### config.mk
export PLATFORM = sky130hd
export DESIGN_NAME = digit_stabilizer_flat
export DESIGN_NICKNAME = d
export VERILOG_FILES = /design/src/rtl/digit_stabilizer_if.sv /design/src/rtl/digit_stabilizer.sv /design/src/flat_wrapper.sv
export SDC_FILE = /design/constraint.sdc
export NUM_CORES = 1
export LEC_CHECK = 0
export BUFFER_PORTS_ARGS = -buffer_cell sky130_fd_sc_hd__buf_2
export CAP_MARGIN = 20
export CORE_UTILIZATION = 25
export CTS_CLUSTER_SIZE = 14
export DETAILED_ROUTE_END_ITERATION = 8
export MAX_ROUTING_LAYER = met4
export SLEW_MARGIN = 20
export SYNTH_ARGS = -nofsm -noshare
export SYNTH_HDL_FRONTEND = slang
export SYNTH_SLANG_ARGS = --single-unit
export TNS_END_PERCENT = 20
### constraint.sdc
create_clock -name clk -period 3.26 [get_ports clk]
set_input_delay 0.326 -clock clk [delete_from_list [all_inputs] [get_ports clk]]
set_output_delay 0.326 -clock clk [all_outputs]
set_load 0.05 [all_outputs]
### src/rtl/digit_stabilizer_if.sv
// Recognised-digit sample bus into the stabiliser and the published digit
// coming back out of it toward the board display and UART reporting.
interface digit_stabilizer_if;
    logic       frame_vsync;
    logic [3:0] digit;
    logic [3:0] stable_digit;
    logic       stable_valid;
    logic       update_pulse;
    logic [6:0] seg_n;

    modport master (
        output frame_vsync, digit,
        input  stable_digit, stable_valid, update_pulse, seg_n
    );

    modport slave (
        input  frame_vsync, digit,
        output stable_digit, stable_valid, update_pulse, seg_n
    );
endinterface

### src/rtl/digit_stabilizer.sv
// Per-frame digit debouncer: publishes a digit after CONFIRM_FRAMES matching
// frames and withdraws it after LOST_FRAMES disagreeing frames.
module digit_stabilizer #(
    parameter int CONFIRM_FRAMES = 4,
    parameter int LOST_FRAMES    = 8,
    parameter int CNT_W          = 4
) (
    input  logic              clk,
    input  logic              rst,
    digit_stabilizer_if.slave bus
);

    typedef enum logic {SEARCH, LOCKED} state_t;

    localparam logic [CNT_W-1:0] CONFIRM_C = CNT_W'(CONFIRM_FRAMES);
    localparam logic [CNT_W-1:0] LOST_C    = CNT_W'(LOST_FRAMES);
    localparam logic [CNT_W-1:0] ONE_C     = CNT_W'(1);
    localparam logic [3:0]       NONE_C    = 4'hF;
    localparam logic [6:0]       DASH_C    = 7'b0111111;

    function automatic logic [CNT_W-1:0] sat_inc(input logic [CNT_W-1:0] v);
        return (v == {CNT_W{1'b1}}) ? v : v + ONE_C;
    endfunction

    function automatic logic [6:0] seg_decode(input logic [3:0] d);
        case (d)
            4'd0:    return 7'b1000000;
            4'd1:    return 7'b1111001;
            4'd2:    return 7'b0100100;
            4'd3:    return 7'b0110000;
            4'd4:    return 7'b0011001;
            4'd5:    return 7'b0010010;
            4'd6:    return 7'b0000010;
            4'd7:    return 7'b1111000;
            4'd8:    return 7'b0000000;
            4'd9:    return 7'b0010000;
            default: return DASH_C;
        endcase
    endfunction

    state_t           state;
    logic             vs_d1;
    logic [3:0]       cand;
    logic [CNT_W-1:0] match_cnt;
    logic [CNT_W-1:0] miss_cnt;
    logic [3:0]       stable_digit_r;
    logic             stable_valid_r;
    logic             update_pulse_r;
    logic [6:0]       seg_n_r;

    logic             sample_evt;
    logic             sample_ok;
    logic             confirm;
    logic [CNT_W-1:0] match_nxt;
    logic [CNT_W-1:0] miss_nxt;

    // Sample decode: one event per vsync rising edge
    always_comb begin
        sample_evt = bus.frame_vsync & ~vs_d1;
        sample_ok  = (bus.digit <= 4'd9);
        match_nxt  = (bus.digit == cand) ? sat_inc(match_cnt) : ONE_C;
        miss_nxt   = sat_inc(miss_cnt);
        confirm    = sample_ok && (match_nxt >= CONFIRM_C);
    end

    // Registered tracking and publish stage
    always_ff @(posedge clk) begin
        if (rst) begin
            state          <= SEARCH;
            vs_d1          <= 1'b1;
            cand           <= NONE_C;
            match_cnt      <= '0;
            miss_cnt       <= '0;
            stable_digit_r <= NONE_C;
            stable_valid_r <= 1'b0;
            update_pulse_r <= 1'b0;
            seg_n_r        <= DASH_C;
        end else begin
            vs_d1          <= bus.frame_vsync;
            update_pulse_r <= 1'b0;
            if (sample_evt) begin
                cand      <= bus.digit;
                match_cnt <= match_nxt;
                case (state)
                    SEARCH: begin
                        if (confirm) begin
                            stable_digit_r <= bus.digit;
                            stable_valid_r <= 1'b1;
                            seg_n_r        <= seg_decode(bus.digit);
                            miss_cnt       <= '0;
                            update_pulse_r <= 1'b1;
                            state          <= LOCKED;
                        end
                    end
                    LOCKED: begin
                        // Confirm is checked before lost so a new digit switches directly
                        if (bus.digit == stable_digit_r) begin
                            miss_cnt <= '0;
                        end else if (confirm) begin
                            stable_digit_r <= bus.digit;
                            seg_n_r        <= seg_decode(bus.digit);
                            miss_cnt       <= '0;
                            update_pulse_r <= 1'b1;
                        end else if (miss_nxt >= LOST_C) begin
                            stable_digit_r <= NONE_C;
                            stable_valid_r <= 1'b0;
                            seg_n_r        <= DASH_C;
                            miss_cnt       <= '0;
                            update_pulse_r <= 1'b1;
                            state          <= SEARCH;
                        end else begin
                            miss_cnt <= miss_nxt;
                        end
                    end
                    default: state <= SEARCH;
                endcase
            end
        end
    end

    assign bus.stable_digit = stable_digit_r;
    assign bus.stable_valid = stable_valid_r;
    assign bus.update_pulse = update_pulse_r;
    assign bus.seg_n        = seg_n_r;

endmodule

### src/flat_wrapper.sv
// flat-port wrapper written by rule: the top's interface ports become plain ports
module digit_stabilizer_flat 
#(
    parameter int CONFIRM_FRAMES = 4,
    parameter int LOST_FRAMES    = 8,
    parameter int CNT_W          = 4
)
  (clk, rst, bus_frame_vsync, bus_digit, bus_stable_digit, bus_stable_valid, bus_update_pulse, bus_seg_n);
  digit_stabilizer_if bus_i ();
  input  logic clk;
  input  logic rst;
  input wire logic [$bits(bus_i.frame_vsync)-1:0] bus_frame_vsync;
  input wire logic [$bits(bus_i.digit)-1:0] bus_digit;
  output wire logic [$bits(bus_i.stable_digit)-1:0] bus_stable_digit;
  output wire logic [$bits(bus_i.stable_valid)-1:0] bus_stable_valid;
  output wire logic [$bits(bus_i.update_pulse)-1:0] bus_update_pulse;
  output wire logic [$bits(bus_i.seg_n)-1:0] bus_seg_n;
  assign bus_i.frame_vsync = bus_frame_vsync;
  assign bus_i.digit = bus_digit;
  assign bus_stable_digit = bus_i.stable_digit;
  assign bus_stable_valid = bus_i.stable_valid;
  assign bus_update_pulse = bus_i.update_pulse;
  assign bus_seg_n = bus_i.seg_n;
  digit_stabilizer #(.CONFIRM_FRAMES(CONFIRM_FRAMES), .LOST_FRAMES(LOST_FRAMES), .CNT_W(CNT_W)) u_core (.clk(clk), .rst(rst), .bus(bus_i));
endmodule
# After elaboration in Yosys (flattened, before gate mapping)
# Memories as Yosys holds them, arrays and structs flattened.
# Cells that the tools add are included.
dict set report op_classes {
  n_addsub 2
  order_cmp 3
  eq_ne 9
  muxes 32
  bitwise_logic 4
  reduce_logical 5
}
# cell n
set ops {}
lappend ops {{$mux 4} 11}
lappend ops {{$mux 7} 4}
lappend ops {{$pmux 4 s2} 2}
lappend ops {{$pmux 7 s2} 1}
lappend ops {{$mux 1} 11}
lappend ops {{$add 4x1->4 const B} 2}
lappend ops {{$eq 4x4->1} 2}
lappend ops {{$eq 4x4->1 const B} 2}
lappend ops {{$ne 2x2->1 const B} 3}
lappend ops {{$pmux 1 s2} 3}
lappend ops {{$reduce_and 5->1} 1}
lappend ops {{$ge 4x3->1 const B} 1}
lappend ops {{$ge 4x4->1 const B} 1}
lappend ops {{$le 4x4->1 const B} 1}
lappend ops {{$reduce_and 4->1} 1}
lappend ops {{$ne 3x3->1 const B} 1}
lappend ops {{$not 1->1} 3}
lappend ops {{$ne 2x1->1 const B} 1}
lappend ops {{$reduce_and 2->1} 1}
lappend ops {{$reduce_or 2->1} 1}
lappend ops {{$and 1x1->1} 1}
lappend ops {{$logic_and 1x1->1} 1}
dict set report totals {
  regBits 27
  romBits 224
  inputBits 7
  wordCells 66
  memories 2
}
# name words word_bits rd rd_ports_with_merged_regs wr line_no
set memory_table {}
lappend memory_table {{(name not given)} 16 7 1 0 0 digit_stabilizer.sv:26} ;# case (d)
lappend memory_table {{(name not given)} 16 7 1 0 0 digit_stabilizer.sv:26}

# Logic depth before layout (Yosys ltp)
# Gate-level depths: netlist (run 1).
dict set report depth {
  word_depth 8
  ltp_mapped 9
  ltp_nobuf 7
}

# Least setup slack after synthesis (run 1)
# No wires, ideal clock.
dict set report synth_path {
  path_kind {register to register}
  startpoint {register u_core.stable_digit_r[0], in the netlist u_core.bus.stable_digit[0]}
  endpoint {register u_core.stable_digit_r[3], in the netlist u_core.bus.stable_digit[3]}
  setup_ns 0.115
  arrival_ns 1.785
  required_ns 3.145
  path_slack_ns 1.359
  stages_incl_launch_ff 7
  n_path_buf 1
  period_less_slack_ns 1.901
  cell_sequence {dfxtp_1 -> xor2_1 -> nor4_4 -> a21oi_1 -> clkbuf_1 -> nand3b_1 -> a31o_1}
}
dict set report synth_via {
  elab_chain_len 3
}
# element line_no
set synth_rtl {}
lappend synth_rtl {{from (decl)} digit_stabilizer.sv:46} ;# logic [3:0] stable_digit_r;
lappend synth_rtl {{from (signal assigned)} digit_stabilizer.sv:87} ;# stable_digit_r <= bus.digit;
lappend synth_rtl {{from (signal assigned)} digit_stabilizer.sv:100} ;# stable_digit_r <= bus.digit;
lappend synth_rtl {{$eq 4x4->1} digit_stabilizer.sv:97} ;# if (bus.digit == stable_digit_r) begin
lappend synth_rtl {{$ne 2x2->1 (no source line)} --}
lappend synth_rtl {{$reduce_and 4->1 (no source line)} --}
# Every way passes these cells.
# A chain may end at the register's enable or synchronous reset.

# Final worst setup path (run 1)
dict set report layout_path {
  startpoint {register u_core.miss_cnt[0]}
  endpoint {register u_core.seg_n_r[0], in the netlist u_core.bus.seg_n[0]}
}
dict set report layout_via {
  elab_chain_len 5
}
# element line_no
set layout_rtl {}
lappend layout_rtl {{from (decl)} digit_stabilizer.sv:45} ;# logic [CNT_W-1:0] miss_cnt;
lappend layout_rtl {{from (signal assigned)} digit_stabilizer.sv:112} ;# miss_cnt <= miss_nxt;
lappend layout_rtl {{$add 4x1->4 / $eq 4x4->1 (equally long branches)} digit_stabilizer.sv:22} ;# return (v == {CNT_W{1'b1}}) ? v : v + ONE_C;
lappend layout_rtl {{$mux 4 *} digit_stabilizer.sv:22}
lappend layout_rtl {{$ge 4x4->1 *} digit_stabilizer.sv:104} ;# end else if (miss_nxt >= LOST_C) begin
lappend layout_rtl {{$ne 3x3->1 (no source line) *} --}
lappend layout_rtl {{$reduce_and 4->1 (no source line) *} --}
lappend layout_rtl {{to (signal assigned)} digit_stabilizer.sv:89} ;# seg_n_r <= seg_decode(bus.digit);
lappend layout_rtl {{to (signal assigned)} digit_stabilizer.sv:101} ;# seg_n_r <= seg_decode(bus.digit);
lappend layout_rtl {{to (decl)} digit_stabilizer.sv:49} ;# logic [6:0] seg_n_r;
# Mark *: on every way between the ends. The rest lies on a longest branch, timed or not.

==> impl_metrics.ini, run 1 <==
[floorplanning]
die_y_um = 82.1
die_area_um2 = 6750
design.core.area_um2 = 6060
die_w_um = 82.1
start_util = 0.265
io-pin-count = 20
rows = 28

[timing]
max-slew-margin-rel = 0.438
tightest_slew_ns = 0.842
min_period_ns = 2.28
hold_viol_final = 0
finalClockSkew_ns = 0.00187
setup_viol = 0
max_freq_mhz = 438
finalMaxSlewViolations = 0
fin_crit_sh = 0.700
setup_tns_ns = 0
rsz0062_at_grt = no
fin_hold_ws_ns = 0.264

[flow_run]
drv_cap = 0

[power]
p_per_area_nw_per_um2 = 338
cellLeakagePower_nw = 0.679
vdd_ir_drop_max_uv = 181

[placement]
place_area_um2 = 1710
place_congestion = 0.778
port_buffers = 19
placed_cells_incl_taps = 262
hpwl_um = 2530

[global_route]
grt_pass1_wl_um = 5840
grt_pass1_vias = 1225
grt_max_degree = 24
grt-ovfl-total = 0
antenna_found_initial = 0
grt_usage = 0.114

[setup_path]
slowest_delay_ns = 0.42
critPathSlowestCell = dfxtp_1
cp_cell_sequence = ha_1 -> and4b_1 -> a21oi_1 -> and2_1 -> o21a_1 -> o211ai_1
crit_type = flip-flop to flip-flop
cp-end-kind = flip-flop
setup.worst_path.start_class = flip-flop
critical-path-top-delay-family = compound AO/OA/AOI/OAI gates
worst_ep_required_time_ns = 3.41
crit_start = u_core.miss_cnt[0]
timing.rr.start = u_core.miss_cnt[0]
cp_max_fo = 11
path_buf_inv = 0
arrival_ns = 2.43

[route]
topRoutingLayerUsed = met4
route.detailed.drc = 0
totalWireLength_um = 3400
wl_per_cell_um = 12.8
drtIter0Drc = 134
dr_wl_met2_um = 1580
antenna_left = 0
viasPerCell = 4.90
met3WireLength_um = 111
vias = 1303
drt-pass1-iter-count = 4
wl_met1_um = 1670

[synth]
ys_top_cells_by_area = dfxtp_1 34%, o211ai_1 7.5%, ha_1 5.5%
synth_seq_cells = 27
syn-num-nets = 198
synth_area_um2 = 1610
synth_seq_area_share = 0.337
ys.flop_type = dfxtp_1
synth.top_cell.area_share = 0.337
yosysTopAreaCell = dfxtp_1
synth_cell_types = 50
netlist_instances = 184
async_reset_ff_frac = 0
yosysWarnings = 0
postSynthAreaPerCell_um2 = 8.72
synth_edf_count = 0

[clocking]
clkSlewWorstSetupHoldPaths_ns = 0.09
htree_levels = 1
clock_path_buffers = 2
cts_tree = done
post-cts-setup-buffers = 0
clk_latency_ns = 0.27
cts_buffers = 3
root_buffer = clkbuf_8
ctsResizeCount = 0
cts_sinks = 27
cts_hold_buf = 0

[outcome]
status = finished, final reports clean

[min_path]
hp-class = input pin to flip-flop
worstHoldStart = bus_frame_vsync

[finish]
antennaDiodeCount = 0
layout.nets = 206
final_common_cell = dfxtp_1
fillCellCount = 659
final_cell_mix = 27 x dfxtp_1, 19 x buf_2, 16 x o211ai_1, 13 x inv_1
drive_above_1_share = 0.173
instances_no_fill = 266
fin_area_um2 = 1760
fin_util = 0.290
area_growth_pct = 9.66
-- stage by stage --
step	total power, mW	setup slack, ns
6_report	0.594	0.977
2_1_floorplan	0.398	1.36
3_5_place_dp	0.411	0.865
3_3_place_gp	0.411	0.912
5_1_grt	0.629	0.779
4_1_cts	0.601	0.975
-- cell families after synthesis --
family,Yosys count,synth area share
AOI/OAI and AO/OA,56,0.255
xor gates and xnor gates,8,0.0530
adders and majority gates,7,0.0546
buffers and inverters,29,0.0803
DFF,27,0.337
muxes,3,0.0195
and+or+nand+nor,54,0.201
-- cells in the mapped netlist (all sizes together), types with 3 or more instances --
cell and n:
nand3b 6, nand4 4, nand3 4, nor2 10, inv 13, a21oi 8
nand2 11, xor2 8, o211ai 17, nand2b 5, buf 7, ha 7
nor4 3, a211oi 4, dfxtp 27, clkbuf 9, o21ai 12
-- where the power goes --
group          internal (mW)  switching (mW)
Combinational         0.0232          0.0423
Clock                 0.0856           0.106
Sequential             0.334         0.00374
Total                  0.443           0.152
-- metal layers --
metal  vias to the layer above  global-route usage
met5                         -                   -
met4                         0              0.0368
met3                         4              0.0187
met2                        20               0.188
met1                       613               0.142
li1                        666                   -
-- area by class of cell --
type / instances / area [µm²] / share of cell area
tap: 75 / 93.8 / 0.0533
sequential: 27 / 541 / 0.307
inverter: 13 / 48.8 / 0.0277
clock inverter: 1 / 5.00 / 0.00284
multi-input combinational: 128 / 936 / 0.532
clock buffer: 3 / 41.3 / 0.0235
timing repair buffer: 19 / 95.1 / 0.0540
-- sequential cells by signal, summed over array words and instances, names as in the netlist --
register                 flops
u_core.bus.stable_valid      1
u_core.bus.stable_digit      4
u_core.state                 1
u_core.bus.update_pulse      1
u_core.miss_cnt              4
u_core.vs_d1                 1
u_core.cand                  4
u_core.bus.seg_n             7
u_core.match_cnt             4
-- final timing paths --
kind,end,slack [ns],cells after the start
min,u_core.vs_d1,0.26,2
min reg2reg,u_core.bus.seg_n[6],0.47,2
max,u_core.bus.seg_n[0],0.98,6
max reg2reg,u_core.bus.seg_n[0],0.98,6
No activity file was read; power rests on OpenSTA's default activity.
==> run 2: changes to the inputs <==
clock period = 2.3 ns   (was 3.26 ns; I/O delays follow)
==> impl_metrics.ini, run 2 (synthesis results as in run 1) <==
[route]
drtIter0Drc = 124
totalWireLength_um = 3410
vias = 1324
viasPerCell = 4.87
drt-pass1-iter-count = 4
wl_per_cell_um = 12.5
antenna_left = 0
route.detailed.drc = 0

[power]
seq_power_share = 0.563
p_per_area_nw_per_um2 = 470
intPower_mw = 0.630
p_total_mw = 0.849
sw_frac_of_total = 0.257
clkPwrFrac = 0.322
power.switching_mw = 0.218
vdd_ir_drop_max_uv = 194
combPwrFrac = 0.114
cellLeakagePower_nw = 0.711

[setup_path]
arrival_ns = 2.07
setup.worst_path.start_class = flip-flop
cp_max_fo = 11
r2r_slack_ns = 0.38
cp_num_cells = 6
worstSetupEndpoint = u_core.bus.seg_n[0]
timing.rr.start = u_core.match_cnt[0]
crit_type = flip-flop to flip-flop
cp-end-kind = flip-flop
reg2reg_to = u_core.bus.seg_n[0]
critPathSlowestCell = dfxtp_1
critical-path-top-delay-family = compound AO/OA/AOI/OAI gates
r2r_cells = 6
cp_cell_sequence = ha_1 -> nor2_1 -> a21oi_1 -> o211a_1 -> o21a_1 -> o211ai_1
worst_ep_required_time_ns = 2.45
crit_start = u_core.match_cnt[0]
slowest_delay_ns = 0.41
path_buf_inv = 0

[timing]
min_period_ns = 1.92
rsz0062_at_grt = no
finalClockSkew_ns = 0.00416
hold_viol_final = 0
fin_hold_ws_ns = 0.162
fin_crit_sh = 0.836
max_freq_mhz = 520
setup_viol = 0
max-slew-margin-rel = 0.711
setup_tns_ns = 0
tightest_slew_ns = 0.433
finalMaxSlewViolations = 0

[global_route]
grtUsageMet3 = 0.0187
antenna_found_initial = 0
grt_pass1_wl_um = 5930
grt.met2_usage = 0.180
grt.met1_usage = 0.153
grt.busiest_layer = met2
grt-ovfl-total = 0
grt_max_degree = 24
grt_usage = 0.116
grt_pass1_vias = 1257

[clocking]
clk_latency_ns = 0.27
cts_buffers = 3
post-cts-setup-buffers = 0
htree_levels = 1
root_buffer = clkbuf_8
cts_tree = done
clkSlewWorstSetupHoldPaths_ns = 0.10
ctsResizeCount = 0
clock_path_buffers = 2
cts_hold_buf = 0
cts_sinks = 27

[finish]
area_growth_pct = 12.5
fillCellCount = 645
layout.nets = 212
final_cell_mix = 27 x dfxtp_1, 19 x buf_2, 16 x o211ai_1, 13 x inv_1
final_common_cell = dfxtp_1
antennaDiodeCount = 0
drive_above_1_share = 0.198
largest_register_ffs = 7

[floorplanning]
design.core.area_um2 = 6060
start_util = 0.265
die_area_um2 = 6750
die_w_um = 82.1
io-pin-count = 20
rows = 28
die_y_um = 82.1

[placement]
port_buffers = 19
place_congestion = 0.812
hpwl_um = 2500

[min_path]
hp-class = input pin to flip-flop
holdPathStages = 2

[flow_run]
drv_cap = 0

[outcome]
status = finished, final reports clean
## run 2: cell count changes in the layout (fill, tap and decap cells not counted)
cell	change
buf_4	+6
## run 2: per-stage QoR
step / utilization / setup WS (ns) / std cells / cell area [µm²]
after floorplan: - / 0.399 / 184 / 1610
after global placement: 0.290 / 0.352 / 268 / 1760
after detailed placement: 0.290 / 0.285 / 268 / 1760
after CTS: 0.298 / 0.356 / 272 / 1810
after global routing: 0.298 / 0.223 / 272 / 1810
final: 0.298 / 0.378 / 272 / 1810
## run 2: worst min path at each step
stage                                from      endpoint  slack (ns)
after floorplan           bus_frame_vsync  u_core.vs_d1        0.34
after global placement    bus_frame_vsync  u_core.vs_d1        0.45
after detailed placement  bus_frame_vsync  u_core.vs_d1        0.45
after CTS                 bus_frame_vsync  u_core.vs_d1        0.16
after global routing      bus_frame_vsync  u_core.vs_d1        0.16
final                     bus_frame_vsync  u_core.vs_d1        0.16
## run 2: area by class of cell
cell class / count / area (µm²) / share of cell area
multi-input combinational: 128 / 936 / 0.518
clock inverter: 1 / 5.00 / 0.00277
timing repair buffer: 25 / 140 / 0.0776
clock buffer: 3 / 41.3 / 0.0229
tap: 75 / 93.8 / 0.0520
inverter: 13 / 48.8 / 0.0270
sequential: 27 / 541 / 0.299
## run 2: power by group through the flow
stage	Sequential, mW	Combinational (mW)	Clock (mW)
2_1_floorplan	0.490	0.0747	0
3_3_place_gp	0.489	0.0969	0
3_5_place_dp	0.489	0.0980	0
4_1_cts	0.478	0.0982	0.286
5_1_grt	0.479	0.109	0.303
6_report	0.478	0.0971	0.273
## run 2: routing by layer
layer  vias to the layer above  wire length, µm
met3                         4              108
met1                       624             1740
met2                        15             1520
met4                         0               36
met5                         -                0
li1                        681                -
==> run 3: changes to the inputs <==
clock period = 1.7 ns   (was 2.3 ns; I/O delays follow)
==> impl_metrics.ini, run 3 (synthesis results as in run 1) <==
[power]
p_total_mw = 1.20
cellLeakagePower_nw = 0.856
vdd_ir_drop_max_uv = 287
p_per_area_nw_per_um2 = 568

[floorplanning]
start_util = 0.265
die_w_um = 82.1
die_y_um = 82.1
rows = 28
design.core.area_um2 = 6060
io-pin-count = 20
die_area_um2 = 6750

[timing]
tightest_slew_ns = 0.469
fin_crit_sh = 1.03
min_period_ns = 1.75
finalClockSkew_ns = 0.00783
fin_ws_ns = -0.0485
hold_viol_final = 0
max_freq_mhz = 572
setup_viol = 9
max-slew-margin-rel = 0.687
finalMaxSlewViolations = 0
rsz0062_at_grt = yes
fin_hold_ws_ns = 0.0967

[clocking]
cts_hold_buf = 0
cts_buffers = 3
cts_sinks = 27
clock_path_buffers = 2
clkSlewWorstSetupHoldPaths_ns = 0.10
root_buffer = clkbuf_8
cts_tree = done
htree_levels = 1
clk_latency_ns = 0.28

[setup_path]
setup.worst_path.start_class = flip-flop
cp_max_fo = 4
r2r_slack_ns = -0.05
reg2reg_to = u_core.bus.stable_digit[0]
worstSetupEndpoint = u_core.bus.stable_digit[0]
arrival_ns = 1.90
r2r_cells = 6
crit_type = flip-flop to flip-flop
timing.rr.start = u_core.cand[1]
crit_start = u_core.cand[1]
worst_ep_required_time_ns = 1.85
cp-end-kind = flip-flop

[route]
antenna_left = 0
drtIter0Drc = 70
viasPerCell = 4.83
vias = 1445
route.detailed.drc = 0
totalWireLength_um = 3990
drt-pass1-iter-count = 4
wl_per_cell_um = 13.3

[global_route]
grt_pass1_wl_um = 6270
grt.busiest_layer = met2
grt_max_degree = 24
grt_pass1_vias = 1398
grt-ovfl-total = 0
grt.met1_usage = 0.147
antenna_found_initial = 0
grt.met2_usage = 0.208
grtUsageMet3 = 0.0286
grt_usage = 0.126

[outcome]
status = finished with violations
failed_checks = negative setup slack

[finish]
multi_input_area_um2 = 1020
final_cell_mix = 29 x buf_4, 19 x buf_2, 16 x o211ai_1, 15 x dfxtp_1, 13 x inv_1
regArea_um2 = 558
antennaDiodeCount = 0
layout.nets = 239
fillCellCount = 618
drive_above_1_share = 0.388
largest_register_ffs = 7
area_growth_pct = 31.7
final_common_cell = buf_4
instances_no_fill = 299

[min_path]
hp-class = input pin to flip-flop

[placement]
place_congestion = 0.752
dp_slack_ns = -0.151
port_buffers = 19
hpwl_um = 2720
placed_cells_incl_taps = 288

[flow_run]
drv_cap = 0
[run 3: cell count changes in the layout (fill, tap and decap cells not counted), sizes merged]
cell	change
a41oi	+1
buf	+26
[run 3: cell type report]
type,instances,area share
multi-input cells,129,0.483
flip-flops and latches,27,0.264
repair buffers,51,0.164
well taps,75,0.0444
inverters,13,0.0231
clock buffers,3,0.0195
clock inverters,1,0.00237
[run 3: metrics by stage]
stage / utilization / TNS [ns] / instance area [µm²]
after floorplan: - / 0 / 1640
after global placement: 0.319 / -1.07 / 1940
after detailed placement: 0.319 / -1.65 / 1940
after CTS: 0.335 / -0.00253 / 2030
after global routing: 0.349 / -1.05 / 2110
final: 0.349 / -0.209 / 2110
[run 3: metal layers]
metal / routed length (µm) / share of wire / vias up
met5: 0 / 0 / -
met4: 48 / 0.012 / 0
met3: 136 / 0.034 / 4
met2: 1910 / 0.48 / 21
met1: 1890 / 0.47 / 679
li1: - / - / 741
[run 3: worst min-delay path by stage]
stage                               start            to  slack [ns]  cells after the start
final                     bus_frame_vsync  u_core.vs_d1         0.1                      2
after global routing      bus_frame_vsync  u_core.vs_d1         0.1                      2
after CTS                 bus_frame_vsync  u_core.vs_d1        0.09                      2
after detailed placement  bus_frame_vsync  u_core.vs_d1        0.39                      2
after global placement    bus_frame_vsync  u_core.vs_d1        0.39                      2
after floorplan           bus_frame_vsync  u_core.vs_d1        0.28                      1
[run 3: worst max-delay path, stage by stage (launching register included)]
cell and delay, ns:
dfxtp_2 0.35, xor2_2 0.18, nor4_4 0.29, buf_4 0.19
o211ai_4 0.12, a41oi_2 0.36, o211ai_1 0.13
[run 3: what timing repair did]
item	CTS	global route
gates resized for setup	8	13
buffers inserted	3	3
pin swaps	7	10
gates cloned	0	1
endpoints found under the setup margin	13	15
[run 3: where the power goes]
part	switching [mW]	total (mW)	internal, mW
registers	0.00757	0.647	0.640
clock network	0.216	0.381	0.165
logic	0.0960	0.172	0.0760
total	0.320	1.20	0.881
